**src/rtl/pes_elevator_pkg.sv**
```systemverilog
// Shared types and constants for the pes_elevator request scheduler.
// Latency: n/a (declarations only).
// Backpressure: n/a.
package pes_elevator_pkg;

  localparam int   NFLOORS_DEF = 8;
  localparam logic DIR_UP      = 1'b1;
  localparam logic DIR_DOWN    = 1'b0;

  typedef enum logic [1:0] {
    ST_IDLE     = 2'd0,
    ST_SELECT   = 2'd1,
    ST_DISPATCH = 2'd2,
    ST_SERVING  = 2'd3
  } state_t;

  // True when exactly one bit of vec is set (callers zero-extend narrower vectors)
  function automatic logic onehot_ok(input logic [63:0] vec);
    return (vec != 64'd0) && ((vec & (vec - 64'd1)) == 64'd0);
  endfunction

endpackage

```
**src/rtl/pes_floor_picker.sv**
```systemverilog
// SCAN target picker: nearest pending floor ahead, else reverse and take the nearest at/behind.
// Latency: purely combinational.
// Backpressure: none; the caller samples the result when it is ready to dispatch.
module pes_floor_picker
  import pes_elevator_pkg::*;
#(
  parameter int NFLOORS = NFLOORS_DEF
) (
  input  logic [NFLOORS-1:0] pending,
  input  logic [NFLOORS-1:0] cur_floor,
  input  logic               dir,
  output logic [NFLOORS-1:0] target,
  output logic               found,
  output logic               new_dir
);

  logic [NFLOORS-1:0] above_mask, below_mask;
  logic [NFLOORS-1:0] up_cand, dn_cand, here;
  logic [NFLOORS-1:0] up_pick, dn_pick;

  // Masks of floors strictly above / below the car, and the nearest candidate on each side
  always_comb begin
    logic seen;
    above_mask = '0;
    below_mask = '0;
    up_pick    = '0;
    dn_pick    = '0;
    seen       = 1'b0;
    for (int i = 0; i < NFLOORS; i++) begin
      above_mask[i] = seen;
      seen          = seen | cur_floor[i];
    end
    seen = 1'b0;
    for (int i = NFLOORS - 1; i >= 0; i--) begin
      below_mask[i] = seen;
      seen          = seen | cur_floor[i];
    end
    up_cand = pending & above_mask;
    dn_cand = pending & below_mask;
    here    = pending & cur_floor;
    // Lowest set bit above the car is the nearest going up
    for (int i = NFLOORS - 1; i >= 0; i--) begin
      if (up_cand[i]) begin
        up_pick    = '0;
        up_pick[i] = 1'b1;
      end
    end
    // Highest set bit below the car is the nearest going down
    for (int i = 0; i < NFLOORS; i++) begin
      if (dn_cand[i]) begin
        dn_pick    = '0;
        dn_pick[i] = 1'b1;
      end
    end
  end

  // Keep direction while work lies ahead; otherwise reverse, serving the current floor first
  always_comb begin
    target  = '0;
    found   = 1'b0;
    new_dir = dir;
    if (dir == DIR_UP) begin
      if (up_cand != '0) begin
        target = up_pick;
        found  = 1'b1;
      end else if (here != '0) begin
        target  = here;
        found   = 1'b1;
        new_dir = DIR_DOWN;
      end else if (dn_cand != '0) begin
        target  = dn_pick;
        found   = 1'b1;
        new_dir = DIR_DOWN;
      end
    end else begin
      if (dn_cand != '0) begin
        target = dn_pick;
        found  = 1'b1;
      end else if (here != '0) begin
        target  = here;
        found   = 1'b1;
        new_dir = DIR_UP;
      end else if (up_cand != '0) begin
        target  = up_pick;
        found   = 1'b1;
        new_dir = DIR_UP;
      end
    end
  end

endmodule

```
**src/rtl/pes_elevator_req_sched.sv**
```systemverilog
// Latches call buttons into a pending bitmap and issues one-hot SCAN-ordered targets to pes_elevator.
// Latency: call captured -> req_valid high 3 clocks later (IDLE -> SELECT -> DISPATCH -> SERVING).
// Backpressure: holds request_floor until complete is seen low then high at the target; optional PES_FIRE_RECALL_EN.
module pes_elevator_req_sched
  import pes_elevator_pkg::*;
#(
  parameter int NFLOORS     = NFLOORS_DEF,
  parameter int TIMEOUT_CYC = 1024
) (
  input  logic               clk,
  input  logic               reset,
  input  logic [NFLOORS-1:0] call_btn,
  input  logic [NFLOORS-1:0] cur_floor,
  input  logic               complete,
`ifdef PES_FIRE_RECALL_EN
  input  logic               fire_recall,
`endif
  output logic [NFLOORS-1:0] request_floor,
  output logic               req_valid,
  output logic               sched_dir,
  output logic [NFLOORS-1:0] pending,
  output logic               stall_alert,
  output logic               floor_err
);

  localparam int CW = $clog2(TIMEOUT_CYC) + 1;
  localparam logic [NFLOORS-1:0] FLOOR0 = NFLOORS'(1);

  state_t             state, state_n;
  logic [NFLOORS-1:0] pending_n, target, target_n, req_floor_n, calls;
  logic [NFLOORS-1:0] pick_target;
  logic               pick_found, pick_dir;
  logic               req_valid_n, dir_n, seen_low, seen_low_n, retire;
  logic [CW-1:0]      stall_cnt, stall_cnt_n;
`ifdef PES_FIRE_RECALL_EN
  logic               parked, parked_n;
`endif

  pes_floor_picker #(.NFLOORS(NFLOORS)) u_picker (
    .pending   (pending),
    .cur_floor (cur_floor),
    .dir       (sched_dir),
    .target    (pick_target),
    .found     (pick_found),
    .new_dir   (pick_dir)
  );

  assign floor_err   = !onehot_ok(64'(cur_floor));
  assign stall_alert = (stall_cnt == CW'(TIMEOUT_CYC));
  // Only retire once a fresh complete edge arrives with the car at the held target
  assign retire      = (state == ST_SERVING) && seen_low && complete && (cur_floor == request_floor);

`ifdef PES_FIRE_RECALL_EN
  assign calls = fire_recall ? '0 : call_btn;
`else
  assign calls = call_btn;
`endif

  // Next-state and datapath updates; every target defaults to holding its value
  always_comb begin
    state_n     = state;
    target_n    = target;
    req_floor_n = request_floor;
    req_valid_n = req_valid;
    dir_n       = sched_dir;
    seen_low_n  = seen_low;
    stall_cnt_n = stall_cnt;
    // A same-cycle call for the retiring floor is dropped: the car is already there
    pending_n   = (pending | calls) & ~(retire ? request_floor : '0);
`ifdef PES_FIRE_RECALL_EN
    parked_n    = parked;
    if (fire_recall) pending_n = '0;
`endif
    case (state)
      ST_IDLE: begin
        if (pending != '0) state_n = ST_SELECT;
      end
      ST_SELECT: begin
        if (pending == '0) begin
          state_n = ST_IDLE;
        end else if (!floor_err && pick_found) begin
          target_n = pick_target;
          dir_n    = pick_dir;
          state_n  = ST_DISPATCH;
        end
      end
      ST_DISPATCH: begin
        req_floor_n = target;
        req_valid_n = 1'b1;
        seen_low_n  = 1'b0;
        stall_cnt_n = '0;
        state_n     = ST_SERVING;
      end
      ST_SERVING: begin
        if (retire) begin
          req_floor_n = '0;
          req_valid_n = 1'b0;
          stall_cnt_n = '0;
          state_n     = (pending_n != '0) ? ST_SELECT : ST_IDLE;
        end else begin
          if (!complete) seen_low_n = 1'b1;
          if (stall_cnt != CW'(TIMEOUT_CYC)) stall_cnt_n = stall_cnt + CW'(1);
        end
      end
      default: state_n = ST_IDLE;
    endcase
`ifdef PES_FIRE_RECALL_EN
    // Recall overrides normal scheduling until the car has parked at floor 0
    if (!fire_recall) begin
      parked_n = 1'b0;
    end else begin
      if (retire) parked_n = 1'b1;
      if (!parked && ((state == ST_SERVING && request_floor != FLOOR0) ||
                      state == ST_IDLE || state == ST_SELECT)) begin
        req_floor_n = '0;
        req_valid_n = 1'b0;
        stall_cnt_n = '0;
        target_n    = FLOOR0;
        dir_n       = DIR_DOWN;
        state_n     = ST_DISPATCH;
      end
    end
`endif
  end

  // State and datapath registers, all cleared asynchronously
  always_ff @(posedge clk or posedge reset) begin
    if (reset) begin
      state         <= ST_IDLE;
      pending       <= '0;
      target        <= '0;
      request_floor <= '0;
      req_valid     <= 1'b0;
      sched_dir     <= DIR_UP;
      seen_low      <= 1'b0;
      stall_cnt     <= '0;
`ifdef PES_FIRE_RECALL_EN
      parked        <= 1'b0;
`endif
    end else begin
      state         <= state_n;
      pending       <= pending_n;
      target        <= target_n;
      request_floor <= req_floor_n;
      req_valid     <= req_valid_n;
      sched_dir     <= dir_n;
      seen_low      <= seen_low_n;
      stall_cnt     <= stall_cnt_n;
`ifdef PES_FIRE_RECALL_EN
      parked        <= parked_n;
`endif
    end
  end

endmodule

```
**config.mk**
```make
export PLATFORM = sky130hd
export DESIGN_NAME = pes_elevator_req_sched
export DESIGN_NICKNAME = d
export VERILOG_FILES = /design/src/rtl/pes_elevator_pkg.sv /design/src/rtl/pes_floor_picker.sv /design/src/rtl/pes_elevator_req_sched.sv
export SDC_FILE = /design/constraint.sdc
export NUM_CORES = 1
export LEC_CHECK = 0
export ABC_CLOCK_PERIOD_IN_PS = 3300
export CAP_MARGIN = 20
export CORE_ASPECT_RATIO = 1.2
export CORE_MARGIN = 3
export CORE_UTILIZATION = 59
export DETAILED_ROUTE_END_ITERATION = 7
export GPL_ROUTABILITY_DRIVEN = 0
export PLACE_DENSITY = 0.86
export SYNTH_ARGS = -nofsm -noshare
export SYNTH_HDL_FRONTEND = slang
export SYNTH_SLANG_ARGS = --single-unit
```
**constraint.sdc**
```tcl
create_clock -name clk -period 3.3 [get_ports clk]
set_input_delay 0.825 -clock clk [delete_from_list [all_inputs] [get_ports clk]]
set_output_delay 0.825 -clock clk [all_outputs]
set_load 0.005 [all_outputs]
```
## Word level (Yosys, flattened, before mapping)

Cells that the tools add are included.

| storage, ports and cells | value |
|---|---|
| logic and storage cells | 115 |
| input port bits | 19 |
| output and inout port bits | 20 |
| register bits | 40 |

| cells by class | value |
|---|---|
| reductions and logical operators | 21 |
| multiplexer cells | 52 |
| equal/unequal tests | 12 |
| bitwise operators | 20 |
| add/subtract/negate cells | 2 |

Operators with widths:

| kind | count |
|---|---|
| 8-bit two-way mux | 18 |
| 8-bit by 64-bit bitwise AND with 64-bit output | 1 |
| 64-bit zero test | 1 |
| 8-bit nonzero test | 6 |
| 8-bit bitwise AND | 3 |
| 11-bit two-way mux | 2 |
| 11-bit case mux with 2 select lines | 1 |
| 1-bit two-way mux | 17 |
| 8-bit case mux with 2 select lines | 1 |
| 1-bit OR | 12 |
| 11-bit by 1-bit adder with 11-bit output, second input constant | 1 |
| 11-bit == test, second input constant | 1 |
| 11-bit != test, second input constant | 1 |
| 2-bit two-way mux | 5 |
| 3-bit AND reduction | 3 |
| 8-bit by 1-bit subtractor with 9-bit output, second input constant | 1 |
| 8-bit by 7-bit bitwise AND with 8-bit output | 1 |
| 8-bit == test | 1 |
| 8-bit zero test | 1 |
| 2-bit != test, second input constant | 4 |
| 8-bit NOT | 1 |
| 8-bit OR | 1 |
| 2-bit case mux with 4 select lines | 1 |
| 7-bit two-way mux | 1 |
| other kinds (15) | 22 |

## Depth between registers and ports, before layout

| logic depth | value |
|---|---|
| depth after elaboration | 19 |
| mapped depth | 10 |
| mapped depth without buffers | 7 |

## Modules after synthesis

Synthesis repeated with hierarchy kept, for this count alone.

| second synthesis, totals | value |
|---|---|
| cells, all modules | 328 |
| area, all modules | 2766.4 um^2 |

Modules (own cells, without submodules):

| module | cells each | area an instance (um^2) | seq. area each (um^2) | instances |
|---|---|---|---|---|
| pes_elevator_req_sched | 209 | 2029.4 | 1002.2 | 1 |
| pes_floor_picker | 119 | 737.0 | 0.0 | 1 |

## Worst setup path after synthesis

No wires, ideal clock.

| path | value |
|---|---|
| kind | input to output |
| start point | input port cur_floor[0] |
| end point | output port floor_err |
| data required time | 2475 ps |
| path buffers | 1 |
| cell stages on the path | 5 |
| slack | 518 ps |
| data arrival time | 1957 ps |
| cell sequence | or4_1 buf_6 mux2i_1 a21oi_1 o21ai_0 |

| on the way | value |
|---|---|
| longest elaborated chain between the ends | 5 |
| elaborated cells on any way between the ends | 6 |
| classes of those cells | add/sub (1); bitwise (1); reduce/logical (4) |

RTL lines:

| what | RTL line | RTL |
|---|---|---|
| from (decl) | pes_elevator_req_sched.sv:13 | `input logic [NFLOORS-1:0] cur_floor,` |
| 8-bit by 1-bit subtractor with 9-bit output | pes_elevator_pkg.sv:19 | `return (vec != 64'd0) && ((vec & (vec - 64'd1)) == 64'd0);` |
| 8-bit by 64-bit bitwise AND with 64-bit output | pes_elevator_pkg.sv:19 |  |
| 64-bit zero test | pes_elevator_pkg.sv:19 |  |
| 1-bit logical AND (*) | pes_elevator_pkg.sv:19 |  |
| 1-bit zero test (*) | pes_elevator_req_sched.sv:48 | `assign floor_err = !onehot_ok(64'(cur_floor));` |
| to (decl) | pes_elevator_req_sched.sv:23 | `output logic floor_err` |

Every way passes the cells marked *; elsewhere a longest branch is shown, timed or not.

## Worst setup path after layout

Ends and elaborated chain as after synthesis.

==> results.py <==
metrics = {
    "synthesis": {
        "synthMuxAreaShare": 0.0114,
        "synthXorXnorAreaFrac": 0.0531,
        "synth_compound_area_frac": 0.283,
        "synthAdderAreaFrac": 0.0133,
        "async_reset_ff_frac": 1.00,
        "synth_edf_count": 0,
        "syn_area_per_cell_um2": 8.80,
        "syn-num-nets": 321,
        "syn_area_um2": 2640,
        "ys_seq_area_frac": 0.380,
        "synthCells": 300,
        "synth_top_family_by_area": "compound AO/OA/AOI/OAI gates",
        "ys_ff_latch": 40,
        "ys_warn_count": 0,
        "yosysUniqueCellTypes": 62,
        "synth-simple-area-share": 0.212,
        "synth_flop_cell": "dfrtp_1",
    },
    "sta": {
        "fmax_mhz": 307,
        "relSlewSlack": 0.510,
        "finClkSkew_ps": 8.85,
        "layout_min_cycle_time_ps": 3260,
        "setup_violations": 0,
        "final.period_utilization": 0.987,
        "drv_slew": 0,
        "finalHoldViolations": 0,
        "worst_slew_pin_slew_ps": 732,
        "grt_setup_unrepaired": "no",
    },
    "layout": {
        "final_nets": 373,
        "diodes": 0,
        "multi_input_area_um2": 1530,
        "final_layout_size_suffix_gt1_frac": 0.142,
        "area_growth_syn_to_layout_pct": 26.3,
        "regArea_um2": 1000,
        "utilization": 0.776,
        "fillers": 310,
    },
    "die": {
        "start_util": 0.615,
        "row_count": 26,
        "die_h_um": 79.3,
        "io_pins": 39,
        "core_area_um2": 4290,
        "fp.dieArea_um2": 5310,
        "die_w_um": 67.1,
    },
    "grt": {
        "grt_pass1_wl_mm": 12.1,
        "grt_pass1_vias": 2619,
        "antenna_found_initial": 0,
        "grt.overflow.total": 0,
        "globalRouteTotalUtil": 0.303,
        "grt_max_degree": 41,
    },
    "routing": {
        "drtPass1Iterations": 5,
        "detail_route.vias_per_cell": 6.47,
        "drc": 0,
        "routed_wl_mm": 7.46,
        "drt-initial-drc-count": 216,
        "wl_per_cell_um": 18.2,
        "antenna_left": 0,
        "vias": 2648,
    },
    "critical_path": {
        "required_ps": 2470,
        "startpoint": "cur_floor[0]",
        "cpPeakStageDelay_ps": 560,
        "critPathSlowestCell": "or4_4",
        "path_class": "primary input to output port",
        "cp-end-kind": "output port",
        "cp_cell_sequence": "clkdlybuf4s50_1 -> or4_4 -> mux2i_1 -> a21oi_1 -> o21ai_1 -> buf_2",
        "worst-path-max-fanout": 2,
        "cp.arrival_ps": 2430,
        "start_kind": "primary input",
    },
    "clock_network": {
        "insertion_delay_ps": 310,
        "cts_tree": "done",
        "cts-htree-levels": 2,
        "path_clk_slew_ps": 80,
        "cts_made_buffers": 5,
        "cts.sinks": 40,
        "cts.path.max_buffers": 2,
        "clock-root-buffer": "clkbuf_8",
    },
    "power": {
        "power.switching_mw": 0.387,
        "power_frac_comb": 0.199,
        "seqPwrFrac": 0.480,
        "switching_share": 0.303,
        "leakage_nw": 1.33,
        "p_per_area_nw_per_um2": 384,
        "internal_power_mw": 0.893,
        "clockPowerShare": 0.321,
        "finalPower_mw": 1.28,
        "vdd.ir_drop.worst_uv": 215,
    },
    "outcome": {
        "outcome": "finished, final reports clean",
    },
    "placement": {
        "numPortBuffers": 38,
        "hpwl_mm": 5.58,
    },
    "hold_path": {
        "hold_path_class": "register to register",
        "hp-start": "req_valid",
    },
    "run": {
        "maxCapViolations": 0,
    },
}
## area by class of cell
cell class,count,area share
multi-input combinational,230,0.458
sequential,40,0.301
timing repair buffer,66,0.177
tap,56,0.0210
clock buffer,5,0.0206
clock inverter,3,0.0128
inverter,9,0.0101
## cell families (layout without fill, tap and decap cells)
kind of cell	Yosys count	after routing
AO/OA/AOI/OAI	103	103
XOR/XNOR	16	16
adder cells (fa/ha/maj)	3	3
buffers and inverters	30	83
flip-flops	40	40
multiplexers	3	3
AND/OR/NAND/NOR	105	105
## worst max-delay path, delay by kind of cell
family,cells,cell delay [ps]
buffers and inverters,2,580
AO/OA/AOI/OAI,2,300
AND/OR/NAND/NOR,1,560
multiplexers,1,160
## layout by cell type, fill, tap and decap left out, types with 3 or more instances in the layout
master and instances:
o22ai_1 3, buf_4 27, o211ai_1 6, and4_1 4, a21oi_1 25, xnor2_1 8
clkbuf_8 5, mux2i_1 3, nor4_1 7, dfrtp_1 39, o21ai_1 14, a21o_1 3
o2bb2ai_1 3, nor3b_1 4, nor2_1 27, nand3_1 3, nor3_1 5, nand4_1 5
nand2_1 27, xor2_1 8, a22o_1 9, a22oi_1 3, o31ai_1 6, and3_1 4
a211oi_1 5, o21ai_0 4, inv_1 8, clkdlybuf4s50_1 37
## routing by layer
layer  share of wire  GRT usage
met1            0.37      0.352
met2            0.52      0.520
met3           0.065     0.0481
met4           0.039      0.166
met5               0          0
## cell usage after synthesis (3+ instances only)
cell	number	area, um2
nor3_1	6	30.0
xnor2_1	8	70.1
nor2_1	27	101
and4_1	4	35.0
nand4_1	5	31.3
o2bb2ai_1	3	26.3
nor3b_1	4	30.0
o21ai_0	6	30.0
nand2_1	27	101
xor2_1	8	70.1
inv_1	8	30.0
nand3_1	3	15.0
o31ai_1	6	45.0
buf_2	4	20.0
a22oi_1	3	22.5
dfrtp_1	39	976
a21o_1	3	22.5
o22ai_1	3	18.8
nor4_1	7	43.8
and3_1	4	25.0
a211oi_1	5	37.5
a22o_1	9	78.8
a21oi_1	25	125
clkbuf_1	15	56.3
o21ai_1	12	60.1
mux2i_1	3	30.0
o211ai_1	6	45.0
## sequential cells by signal, indices dropped and copies added (netlist names), named ones only
register,cells
state,1
target,8
stall_cnt,11
sched_dir,1
request_floor,8
seen_low,1
req_valid,1
pending,8
## repair_timing
item	in CTS	in global routing
resized for setup	9	0
buffers inserted	2	0
endpoints found under the setup margin	1	1
pin swaps	2	1
hold buffers	0	0
## final timing paths
path | end | slack (ps) | depth (start not counted)
max | floor_err | 40 | 6
min | req_valid | 490 | 1
max reg2reg | state[0] | 1040 | 6
min reg2reg | req_valid | 490 | 1
max in group asynchronous | sched_dir | 2010 | 3
min in group asynchronous | stall_cnt[6] | 930 | 3
## metrics by stage
stage / setup WS [ps] / setup TNS [ps] / std cells / area (um2) / hold slack [ps]
3_5_place_dp: -466 / -471 / 399 / 3190 / 469
3_3_place_gp: -434 / -434 / 399 / 3190 / 461
5_1_grt: 7.61 / 0 / 409 / 3330 / 515
4_1_cts: 50.0 / 0 / 409 / 3330 / 492
2_1_floorplan: 518 / 0 / 300 / 2640 / 449
6_report: 43.4 / 0 / 409 / 3330 / 487
## power groups by stage
stage	logic [mW]	clock network (mW)	registers (mW)
2_1_floorplan	0.177	0	0.608
3_3_place_gp	0.241	0	0.622
3_5_place_dp	0.253	0	0.626
4_1_cts	0.257	0.406	0.616
5_1_grt	0.288	0.429	0.624
6_report	0.254	0.411	0.615
(Power assumes the default switching activity.)
